## config.mk

```make
export PLATFORM = sky130hd
export DESIGN_NAME = change_dispenser
export DESIGN_NICKNAME = d
export VERILOG_FILES = /design/src/rtl/vend_pkg.sv /design/src/rtl/coin_selector.sv /design/src/rtl/change_dispenser.sv
export SDC_FILE = /design/constraint.sdc
export NUM_CORES = 1
export LEC_CHECK = 0
export ABC_AREA = 1
export CORE_MARGIN = 2
export CORE_UTILIZATION = 54
export CTS_BUF_LIST = sky130_fd_sc_hd__clkbuf_8
export CTS_CLUSTER_DIAMETER = 120
export CTS_CLUSTER_SIZE = 14
export DETAILED_ROUTE_END_ITERATION = 12
export GPL_TIMING_DRIVEN = 0
export PLACE_DENSITY = 0.82
export RECOVER_POWER = 25
export SLEW_MARGIN = 20
export SYNTH_ARGS = -nofsm -noshare
export SYNTH_HDL_FRONTEND = slang
export SYNTH_SLANG_ARGS = --single-unit
export TNS_END_PERCENT = 50
```

## constraint.sdc

```tcl
create_clock -name clk_i -period 2.9 [get_ports clk_i]
set_clock_uncertainty 0.1 [all_clocks]
set_input_delay 0.87 -clock clk_i [delete_from_list [all_inputs] [get_ports clk_i]]
set_output_delay 0.87 -clock clk_i [all_outputs]
set_load 0.05 [all_outputs]
```

## src/rtl/vend_pkg.sv

```systemverilog
// Shared vending-machine types: coin index, denomination values and dispenser states.
package vend_pkg;

    typedef logic [1:0] coin_idx_t;

    localparam int NUM_COINS = 4;

    // Denominations ordered largest first; the last one must be 1 so any remainder can be paid.
    localparam int COIN_VALUE [NUM_COINS] = '{25, 10, 5, 1};

    typedef enum logic [1:0] {
        IDLE,
        CALC,
        EJECT,
        DONE
    } disp_state_t;

endpackage

```

## src/rtl/coin_selector.sv

```systemverilog
// Combinational largest-fit picker: returns the lowest denomination index whose value fits in rem.
module coin_selector
    import vend_pkg::*;
#(
    parameter int WIDTH = 8,
    parameter int COIN0 = COIN_VALUE[0],
    parameter int COIN1 = COIN_VALUE[1],
    parameter int COIN2 = COIN_VALUE[2],
    parameter int COIN3 = COIN_VALUE[3]
) (
    input  logic [WIDTH-1:0] rem,
    output coin_idx_t        sel,
    output logic [WIDTH-1:0] value
);

    localparam logic [WIDTH-1:0] C0 = WIDTH'(COIN0);
    localparam logic [WIDTH-1:0] C1 = WIDTH'(COIN1);
    localparam logic [WIDTH-1:0] C2 = WIDTH'(COIN2);
    localparam logic [WIDTH-1:0] C3 = WIDTH'(COIN3);

    // NOTE: every output gets a default first so no path through the block leaves it unassigned (no latch).
    always_comb begin
        sel   = 2'd3;
        value = C3;
        if (rem >= C0) begin
            sel   = 2'd0;
            value = C0;
        end else if (rem >= C1) begin
            sel   = 2'd1;
            value = C1;
        end else if (rem >= C2) begin
            sel   = 2'd2;
            value = C2;
        end
    end

endmodule

```

## src/rtl/change_dispenser.sv

```systemverilog
// Change payout engine: computes total-price and ejects it coin by coin, largest first,
// over a valid/ack handshake to the coin ejector.
module change_dispenser
    import vend_pkg::*;
#(
    parameter int WIDTH = 8,
    parameter int COIN0 = COIN_VALUE[0],
    parameter int COIN1 = COIN_VALUE[1],
    parameter int COIN2 = COIN_VALUE[2],
    parameter int COIN3 = COIN_VALUE[3]
) (
    input  logic             clk_i,
    input  logic             rst_i,
    input  logic             start_i,
    input  logic [WIDTH-1:0] total_i,
    input  logic [WIDTH-1:0] price_i,
    input  logic             coin_ack_i,
    output logic             coin_vld_o,
    output logic [1:0]       coin_sel_o,
    output logic             busy_o,
    output logic             done_o,
    output logic             err_o,
    output logic [WIDTH-1:0] disp_cnt_o
);

    disp_state_t      state_q, state_d;
    logic [WIDTH-1:0] rem_q;
    logic [WIDTH-1:0] cnt_q;
    coin_idx_t        sel_q;
    logic             err_q;

    coin_idx_t        fit_sel;
    logic [WIDTH-1:0] fit_value;

    coin_selector #(
        .WIDTH (WIDTH),
        .COIN0 (COIN0),
        .COIN1 (COIN1),
        .COIN2 (COIN2),
        .COIN3 (COIN3)
    ) u_coin_selector (
        .rem   (rem_q),
        .sel   (fit_sel),
        .value (fit_value)
    );

    always_comb begin
        state_d = state_q;
        unique case (state_q)
            IDLE:    if (start_i) state_d = (total_i >= price_i) ? CALC : DONE;
            CALC:    state_d = (rem_q == '0) ? DONE : EJECT;
            EJECT:   if (coin_ack_i) state_d = CALC;
            DONE:    state_d = IDLE;
            default: state_d = IDLE;
        endcase
    end

    // NOTE: sequential state uses non-blocking assignments so every register samples pre-edge values.
    always_ff @(posedge clk_i or posedge rst_i) begin
        if (rst_i) begin
            state_q <= IDLE;
            rem_q   <= '0;
            cnt_q   <= '0;
            sel_q   <= 2'd0;
            err_q   <= 1'b0;
        end else begin
            state_q <= state_d;
            unique case (state_q)
                IDLE: begin
                    if (start_i) begin
                        cnt_q <= '0;
                        err_q <= (total_i < price_i);
                        rem_q <= (total_i >= price_i) ? (total_i - price_i) : '0;
                    end
                end
                CALC: begin
                    if (rem_q != '0) sel_q <= fit_sel;
                end
                EJECT: begin
                    // rem_q is frozen during EJECT, so fit_value still matches sel_q here.
                    if (coin_ack_i) begin
                        rem_q <= rem_q - fit_value;
                        cnt_q <= cnt_q + WIDTH'(1);
                    end
                end
                default: ;
            endcase
        end
    end

    assign coin_vld_o = (state_q == EJECT);
    assign coin_sel_o = sel_q;
    assign busy_o     = (state_q != IDLE);
    assign done_o     = (state_q == DONE);
    assign err_o      = (state_q == DONE) && err_q;
    assign disp_cnt_o = cnt_q;

endmodule

```

# Word level (Yosys, flattened, before mapping)
# Index checks and enable logic that the tools add are counted.
totals:
  regBits: 21
  inputBits: 20
  output_inout_bits: 14
  elab_cells: 46
op_classes:
  addsub: 3
  n_lt_le_gt_ge: 5
  n_eq_ne: 5
  n_mux: 18
  reduce_logical: 10
op_table:
  columns: ["cell", "count"]
  rows:
  - ["8-bit two-way mux", 7]
  - ["8-bit one-hot mux with 2 select lines", 2]
  - ["8-bit subtractor", 2]
  - ["2-bit two-way mux", 5]
  - ["8-bit by 1-bit adder with 8-bit output (second input constant)", 1]
  - ["8-bit by 3-bit greater-or-equal comparator with 1-bit output (second input constant)", 1]
  - ["8-bit by 4-bit greater-or-equal comparator with 1-bit output (second input constant)", 1]
  - ["8-bit by 5-bit greater-or-equal comparator with 1-bit output (second input constant)", 1]
  - ["8-bit greater-or-equal comparator", 1]
  - ["8-bit zero test", 1]
  - ["8-bit less-than comparator", 1]
  - ["2-bit one-hot mux with 4 select lines", 1]
  - ["8-bit nonzero test", 1]
  - ["2-bit AND reduction", 3]
  - ["2-bit equality test (second input constant)", 2]
  - ["2-bit != test (second input constant)", 2]
  - ["2-bit nonzero test", 2]
  - ["3-bit two-way mux", 1]
  - ["3-bit AND reduction", 1]
  - ["2-bit by 1-bit equality test with 1-bit output (second input constant)", 1]
  - ["2-bit zero test", 1]
  - ["1-bit two-way mux", 2]
  - ["1-bit logical AND", 1]

# Longest topological paths before layout
depth:
  ltp_word: 7
  depth_mapped: 17
  depth_no_buf: 17

# Modules after synthesis
# Synthesis repeated with hierarchy kept, for this count alone.
hier_totals:
  cells_unflattened: 302
  area_unflattened_um2: 1984.4
by_module_without_submodules:
  columns: ["mod", "n_inst", "cells_each", "area_each_um2", "seq_area_each_um2"]
  rows:
  - ["change_dispenser", 1, 275, 1831.8, 525.5]
  - ["coin_selector", 1, 27, 152.6, 0.0]

# Least setup slack after synthesis
# OpenSTA, ideal clock, no wires.
synth_path:
  path_kind: "input -> register"
  start: "in total_i[0]"
  end: "reg rem_q[1]"
  setup_time_ps: 77
  arrival_time_ps: 2227
  required_ps: 2723
  slack_ps: 496
  cell_stages: 11
  path_buffers: 0
  path_cell_list: "inv_1 > ha_1 > fa_1 > inv_1 > nand3_1 > nand2_4 > nand2_4 > nand3_2 > nand2_2 > or2_0 > a21oi_1"
synth_between:
  elab_chain_len: 4
  word_cells_on_any_way: 5
  classes_between: "add/sub (1); order compare (1); mux (3)"
synth_lines:
  columns: ["element", "line_no", "text"]
  rows:
  - ["start: declaration", "change_dispenser.sv:15", "input logic [WIDTH-1:0] total_i,"]
  - ["8-bit subtractor or 8-bit greater-or-equal comparator (tied branches)", "change_dispenser.sv:73", "rem_q <= (total_i >= price_i) ? (total_i - price_i) : '0;"]
  - ["8-bit two-way mux (*)", "change_dispenser.sv:73", null]
  - ["8-bit two-way mux (*)", "change_dispenser.sv:70", "if (start_i) begin"]
  - ["8-bit one-hot mux with 2 select lines (*)", "change_dispenser.sv:68", "unique case (state_q)"]
  - ["end signal: assignment", "change_dispenser.sv:73", null]
  - ["end signal: assignment", "change_dispenser.sv:82", "rem_q <= rem_q - fit_value;"]
  - ["end: declaration", "change_dispenser.sv:27", "logic [WIDTH-1:0] rem_q;"]
# Mark *: on every way between the ends. The rest lies on a longest branch, timed or not. The select of a mux whose other input is x is not followed.
# A chain may end at the register's enable or synchronous reset.

# Final worst setup path
layout_path:
  start: "reg state_q[0]"
  end: "out err_o"
layout_between:
  elab_chain_len: 2
layout_lines:
  columns: ["element", "line_no", "text"]
  rows:
  - ["start: declaration", "change_dispenser.sv:26", "disp_state_t state_q, state_d;"]
  - ["start signal: assignment", "change_dispenser.sv:67", "state_q <= state_d;"]
  - ["2-bit equality test", "change_dispenser.sv:95", "assign err_o = (state_q == DONE) && err_q;"]
  - ["1-bit logical AND", "change_dispenser.sv:95", null]
  - ["end: declaration", "change_dispenser.sv:22", "output logic err_o,"]
# No other way between the ends.

==> flow_metrics.env <==
export IMPL_ys_seq_elements=21
export IMPL_clock_path_buffers=2
export IMPL_maxCapViolations=0
export IMPL_top_usage_layer="met2"
export IMPL_grt_use_met3=0.02692
export IMPL_die_w_um=62
export IMPL_worstHoldPathType="flop to flop"
export IMPL_synth_edf_count=0
export IMPL_drtIter0Drc=153
export IMPL_synthDistinctLibCells=28
export IMPL_rows=21
export IMPL_start_kind="flop"
export IMPL_clock_sinks=21
export IMPL_tightestPinTransition_ns=0.8026
export IMPL_cp_data_required_time_ns=1.93
export IMPL_track_usage=0.2358
export IMPL_cts_buffers=3
export IMPL_place_hpwl_um=3276
export IMPL_path_delay_family="buffers and inverters"
export IMPL_clockRootBuffer="clkbuf_8"
export IMPL_met2_usage=0.3929
export IMPL_critPathSlowestCell="clkdlybuf4s50_1"
export IMPL_synth_flop_cell="dfrtp_1"
export IMPL_grt_pass1_wl_um=6789
export IMPL_synthArstFlopShare=1.000
export IMPL_num_nets_final=349
export IMPL_totalWireLength_um=4002
export IMPL_path_clk_slew_ns=0.08
export IMPL_final_core_utilization=0.6876
export IMPL_yosysWarnings=0
export IMPL_rsz0062_at_grt="false"
export IMPL_fp_dieH_um=62
export IMPL_leakage_uw=0.001200
export IMPL_dieArea_mm2=0.003844
export IMPL_place_area_mm2=0.002205
export IMPL_htree_levels=1
export IMPL_grt_overflow=0
export IMPL_core_area_mm2=0.003284
export IMPL_power_density_mw_per_mm2=898.7
export IMPL_vias=1786
export IMPL_diodes=0
export IMPL_synth_commonest_cells="82 x nand2_1, 48 x inv_1, 21 x dfrtp_1, 21 x nor2_1, 19 x nand3_1"
export IMPL_status="completed"
export IMPL_cts_setup_buffers=0
export IMPL_syn_to_final_growth_pct=24.31
export IMPL_fmax_ghz=0.3683
export IMPL_syn_avg_cell_area_um2=6.606
export IMPL_synth_top_area_share=0.2893
export IMPL_grt_max_degree=22
export IMPL_port_buffers=33
export IMPL_post_route_period_util=0.9363
export IMPL_endpoint_kind="output pin"
export IMPL_cp_num_buf_inv=1
export IMPL_drt_pre_antenna_iters=4
export IMPL_grt_pass1_vias=1651
export IMPL_clkLatencyLatePin_ns=0.27
export IMPL_worst_setup_path_type="flop to output pin"
export IMPL_synth_nets=311
export IMPL_hold_violations=0
export IMPL_floorplan_io_pins=34
export IMPL_routed_via_density=4.989
export IMPL_yosysMostFrequentCell="nand2_1"
export IMPL_worstPathMaxFanout=5
export IMPL_total_power_uw=2030
export IMPL_wire_per_inst_um=11.18
export IMPL_cts_hold_buf=0
export IMPL_fin_crit_ns=2.715
export IMPL_gp_congestion=0.9084
export IMPL_layout_drive_gt1_share=0.07051
export IMPL_max_stage_delay_ns=0.82
export IMPL_worstPathArrival_ns=1.75
export IMPL_grtUsageMet1=0.3175
export IMPL_ant_nets=0
export IMPL_relSlewSlack=0.4643
export IMPL_yosysTopAreaCell="dfrtp_1"
export IMPL_final_area_mm2=0.002258
export IMPL_syn_area_mm2=0.001817
export IMPL_fin_setup_tns_ns=0
export IMPL_crit_chain="nand2_1 -> nor2_1 -> clkdlybuf4s50_1"
export IMPL_cts_resized=0
export IMPL_cts_tree="built"
export IMPL_synth_area_top_cells="dfrtp_1 29%, nand2_1 17%, inv_1 9.9%"
export IMPL_ir_worst_vdd_v=0.0004875
export IMPL_grt_antenna_before_repair=0
export IMPL_ys_seq_area_frac=0.2893
export IMPL_synth_cells=275
export IMPL_initial_core_util=0.5531
export IMPL_drcViolationCount=0
export IMPL_maxSlewViolCount=0
export IMPL_setup_viol=0
## metrics by stage
stage / setup WS [ns] / hold slack (ns) / instances
5_1_grt: 0.03396 / 0.4431 / 358
3_5_place_dp: -0.1206 / 0.3732 / 354
4_1_cts: 0.08455 / 0.3937 / 358
2_1_floorplan: 0.4959 / 0.3712 / 275
6_report: 0.1847 / 0.3879 / 358
3_3_place_gp: -0.06819 / 0.3648 / 354
## cell usage in the layout, fill, tap and decap left out, types with 2 or more instances in the layout
cell type        Yosys  final
inv_2                3      3
dfrtp_1             21     21
xor2_1               3      3
nand4_1              6      6
inv_1               48     48
nor2_1              21     20
nand3b_1             2      2
nand3_2              2      2
nor3_1               3      3
nand2_2              4      4
nand3_1             19     19
clkdlybuf4s50_1      0     31
ha_1                14     14
nand2_4              2      2
a21oi_1             17     17
clkbuf_8             0      3
nor2_2               1      2
o21ai_0             15     15
nand2_1             82     82
## worst register-to-register path: cells and delay by family, from the launching register on
family,cells,cell delay (ns)
AOI/OAI and AO/OA,2,0.33
adders and majority gates,2,0.57
buffers and inverters,3,0.25
DFF,1,0.41
and+or+nand+nor,8,0.85
## power by group
group	leakage (µW)	switching (µW)	internal, µW
Combinational	0.000907	864	474
Clock	0.0000255	103	96.0
Sequential	0.000268	99.2	393
Total	0.00120	1070	963
## state kept, by name, summed over array words and instances, names as in the netlist
| signal | count |
|---|---|
| disp_cnt_o | 8 |
| rem_q | 8 |
| coin_sel_o | 2 |
| state_q | 2 |
| err_q | 1 |
## cell type report
cell class / count / area, µm²
multi-input cells: 201 / 1092
fillers: 309 / 1026
flip-flops and latches: 21 / 525.5
repair buffers: 33 / 332.8
inverters: 51 / 191.4
well taps: 46 / 57.56
clock buffers: 3 / 41.29
plain buffers: 2 / 12.51
clock inverters: 1 / 5.005
## kinds of logic (layout without fill, tap and decap cells)
group                    count (synthesis)  after routing  synth area share
AO/OA/AOI/OAI                           35             35           0.09918
flip-flops                              21             21            0.2893
adder cells (fa/ha/maj)                 16             16            0.1185
XOR/XNOR                                 4              4           0.01929
buffers and inverters                   53             90            0.1123
AND/OR/NAND/NOR                        146            146            0.3616
## final timing paths
check                      slack [ns]                 startpoint                        end  cells after the start
setup / recovery                 0.18     state_q[0]$_DFFE_PP0P_                      err_o                      3
hold / removal                   0.39  coin_sel_o[0]$_DFFE_PP0P_  coin_sel_o[0]$_DFFE_PP0P_                      2
min in group asynchronous        1.09                      rst_i  disp_cnt_o[1]$_DFFE_PP0P_                      2
hold reg to reg                  0.39  coin_sel_o[0]$_DFFE_PP0P_  coin_sel_o[0]$_DFFE_PP0P_                      2
max in group asynchronous        1.11                      rst_i  disp_cnt_o[3]$_DFFE_PP0P_                      2
setup reg to reg                 0.31       rem_q[6]$_DFFE_PP0P_       rem_q[4]$_DFFE_PP0P_                     15
## routing by layer
layer	routed length (µm)	vias to the layer above	part of all wire
li1	-	945	-
met1	1910	787	0.48
met2	1876	43	0.47
met3	134	11	0.033
met4	80	0	0.020
met5	0	-	0
Note: power is estimated with default switching activity, not from simulation.
==> RTL edit: new RTL, config.mk and constraints unchanged <==
Reset style: synchronous (`rst_i`), changed in one clocked block.
--- a/src/rtl/change_dispenser.sv
+++ b/src/rtl/change_dispenser.sv
@@ -57,5 +57,5 @@
 
     // NOTE: sequential state uses non-blocking assignments so every register samples pre-edge values.
-    always_ff @(posedge clk_i or posedge rst_i) begin
+    always_ff @(posedge clk_i) begin
         if (rst_i) begin
             state_q <= IDLE;
Formal check against the unedited RTL: differs if rst_i is asserted again (counterexample within 4 cycles, from zero or initial values and one cycle with rst_i high); with rst_i held inactive, the same outputs for 10 cycles.
==> RTL edit against the original RTL <==
Routed wire length up 8.5%. Sequential cell count unchanged. Total power decreased by 30%. Sequential share of layout area shrank 5.0 points. Highest routed layer unchanged. Synthesized area is 4.1% higher. Utilization up 0.38 points. Count of clock-buffer cells in the layout did not move. Sequential power is 23% lower. Setup slack worse by 0.091 ns. Cell area rose by 2.2%.
==> RTL edit: results (changes against the original RTL) <==
** Synthesis
- The distinct cell type count after synthesis came to 36 (+29%).
- Cell types with the highest counts after synthesis :: nand2_1, inv_1, nor2_1
- Gate count after technology mapping :: 309 (+12%)
- The fraction of registers with async set or reset after synthesis is 0% (-100 points).
- Count of warnings emitted by yosys :: 0 (unchanged)
- Most used DFF post-synth :: dfxtp_1
- Syn nets :: 345 (+11%)
- In the post-synthesis netlist, the biggest area contributors are dfxtp_1, nand2_1, inv_1.
- The most common cell in the synthesized netlist is nand2_1.
- Sequential area share after synthesis :: 22.24% (-6.7 points)

** Worst setup path
- The slowest stage of the critical path is the clkdlybuf4s50_1 cell.
- In this design, the stage delay of the slowest critical-path cell is 0.81 ns.
- Gate family responsible for the most delay along the worst path :: buffers and inverters
- The biggest fanout along the worst timing path came to 10 (+5).
- Timing startpoint of the critical path :: state_q[1]$_SDFFE_PP0P_
- Crit path DAT :: 1.84 ns (+0.09 ns)
- Startpoint of the worst register-to-register path :: rem_q[5]$_SDFFE_PP0P_

** CTS
- The CTS clock-pin slew for the worst setup and hold paths is 0.08 ns (about the same).
- Cell at the root of the clock tree :: clkbuf_8
- Buffers inserted during post-CTS setup optimization :: 0 (unchanged)
- Clock insertion delay at the later pin of the skew report :: 0.26 ns
- Number of buffers added by the clock tree synthesis step :: 3 (unchanged)
- Post_cts resized :: 0 (unchanged)
- The total number of H-tree levels came to 1 (unchanged).
- The buffer levels on the longest clock path was 2 (unchanged).

** Power
- Peak ir drop on the vdd network :: 0.0002638 V (-46%)
- P_int :: 0.7383 mW (-23%)
- Pwr Total :: 1.419 mW (-30%)
- Cell leakage power :: 1.167 nW (-2.7%)

** Placement
- Routability cong. :: 0.8834 (-2.8%)
- Final HPWL DP :: 3.574 mm (+9.1%)
- The pre-CTS worst setup slack came to -0.03956 ns (+0.08104 ns).
- The placed cell count was 388 (+9.6%).
- The number of input and output port buffers inserted came to 33 (unchanged).

** Final layout
- Ratio of cells with drive above 1 in the final layout :: 6.647% (-0.40 points)
- The number of nets in the finished design came to 383 (+9.7%).
- The fill cell total of the finished layout was 335 (+8.4%).
- The antenna diode instance count was 0 (unchanged).

** Hold path
- The worst hold path begins at err_q$_SDFFE_PP0P_.
- The worst hold path belongs to the class register to register.

** Detailed routing
- Final antenna-violating net count :: 0 (unchanged)
- Final WL :: 4.344 mm (+8.5%)
- Post-DR wirelength/cell :: 11.08 um (-0.87%)
- The number of detailed-routing iterations run before antenna repair came to 4 (unchanged).
- The number of violations reported at the end of detailed-routing iteration 0 was 126 (-18%).
- The per-cell via count in the routed design is 5.133 (+2.9%).

** Global routing
- The initial antenna violation count was 0 (unchanged).
- The wire length of the first global-routing pass is 7.886 mm (+16%).
- Remaining global-route overflow :: 0 (unchanged)
- The via count of the first global-routing pass was 1920 (+16%).
- Largest net degree at the start of global routing :: 13 (-41%)
- Total global routing track utilization :: 23.88% (+0.30 points)

** Timing
- Worst Tran Pin Value :: 0.4976 ns (-0.3050 ns)

** Run status
- Outcome :: finished clean
RTL edit: cell types whose count changed after synthesis, moves of 3 or more:
cell	before	now
dfrtp_1	21	0
dfxtp_1	0	21
inv_1	48	61
nor2_1	21	32
nand2_1	82	75
o21ai_1	0	5
a21oi_2	0	3
o21ai_0	15	12
RTL edit: logic make-up after synthesis:
family	synth area share, %
fa+ha+maj	11.38
compound gates	12.71
xor+xnor	1.390
buf+inv	14.89
flops	22.24
simple gates	37.39
RTL edit: layout make-up:
class | count | area share [%]
Multi-Input combinational cell | 218 | 51.08
Sequential cell | 21 | 18.22
Timing Repair Buffer | 33 | 14.32
Inverter | 66 | 10.74
Tap cell | 46 | 2.495
Clock buffer | 3 | 1.790
Buffer | 4 | 1.139
Clock inverter | 1 | 0.2169
RTL edit: routing by layer:
metal,vias up,wire length [um],GRT usage (%)
li1,1047,-,-
met1,910,1941,29.11
met2,49,2193,44.15
met3,6,151,2.321
met4,0,57,7.065
met5,-,0,0
RTL edit: worst paths after layout:
kind / to / slack [ns] / cells after the start
setup / recovery: coin_vld_o / 0.09 / 4
setup reg to reg: rem_q[4]$_SDFFE_PP0P_ / 0.30 / 15
hold / removal: err_q$_SDFFE_PP0P_ / 0.37 / 2
hold reg to reg: err_q$_SDFFE_PP0P_ / 0.37 / 2
RTL edit: power groups by stage:
stage	combinational, mW	sequential [mW]	clock (mW)
final	0.845	0.379	0.195
after detailed placement	0.846	0.385	0
after CTS	0.851	0.378	0.200
after global placement	0.823	0.383	0
after floorplan	0.622	0.405	0
after global routing	0.972	0.386	0.206
RTL edit: stage by stage:
stage / setup TNS (ns) / cell area, um^2
after floorplan: 0 / 1891
after global placement: 0 / 2278
after detailed placement: -0.07435 / 2278
after CTS: 0 / 2325
after global routing: 0 / 2307
final: 0 / 2307
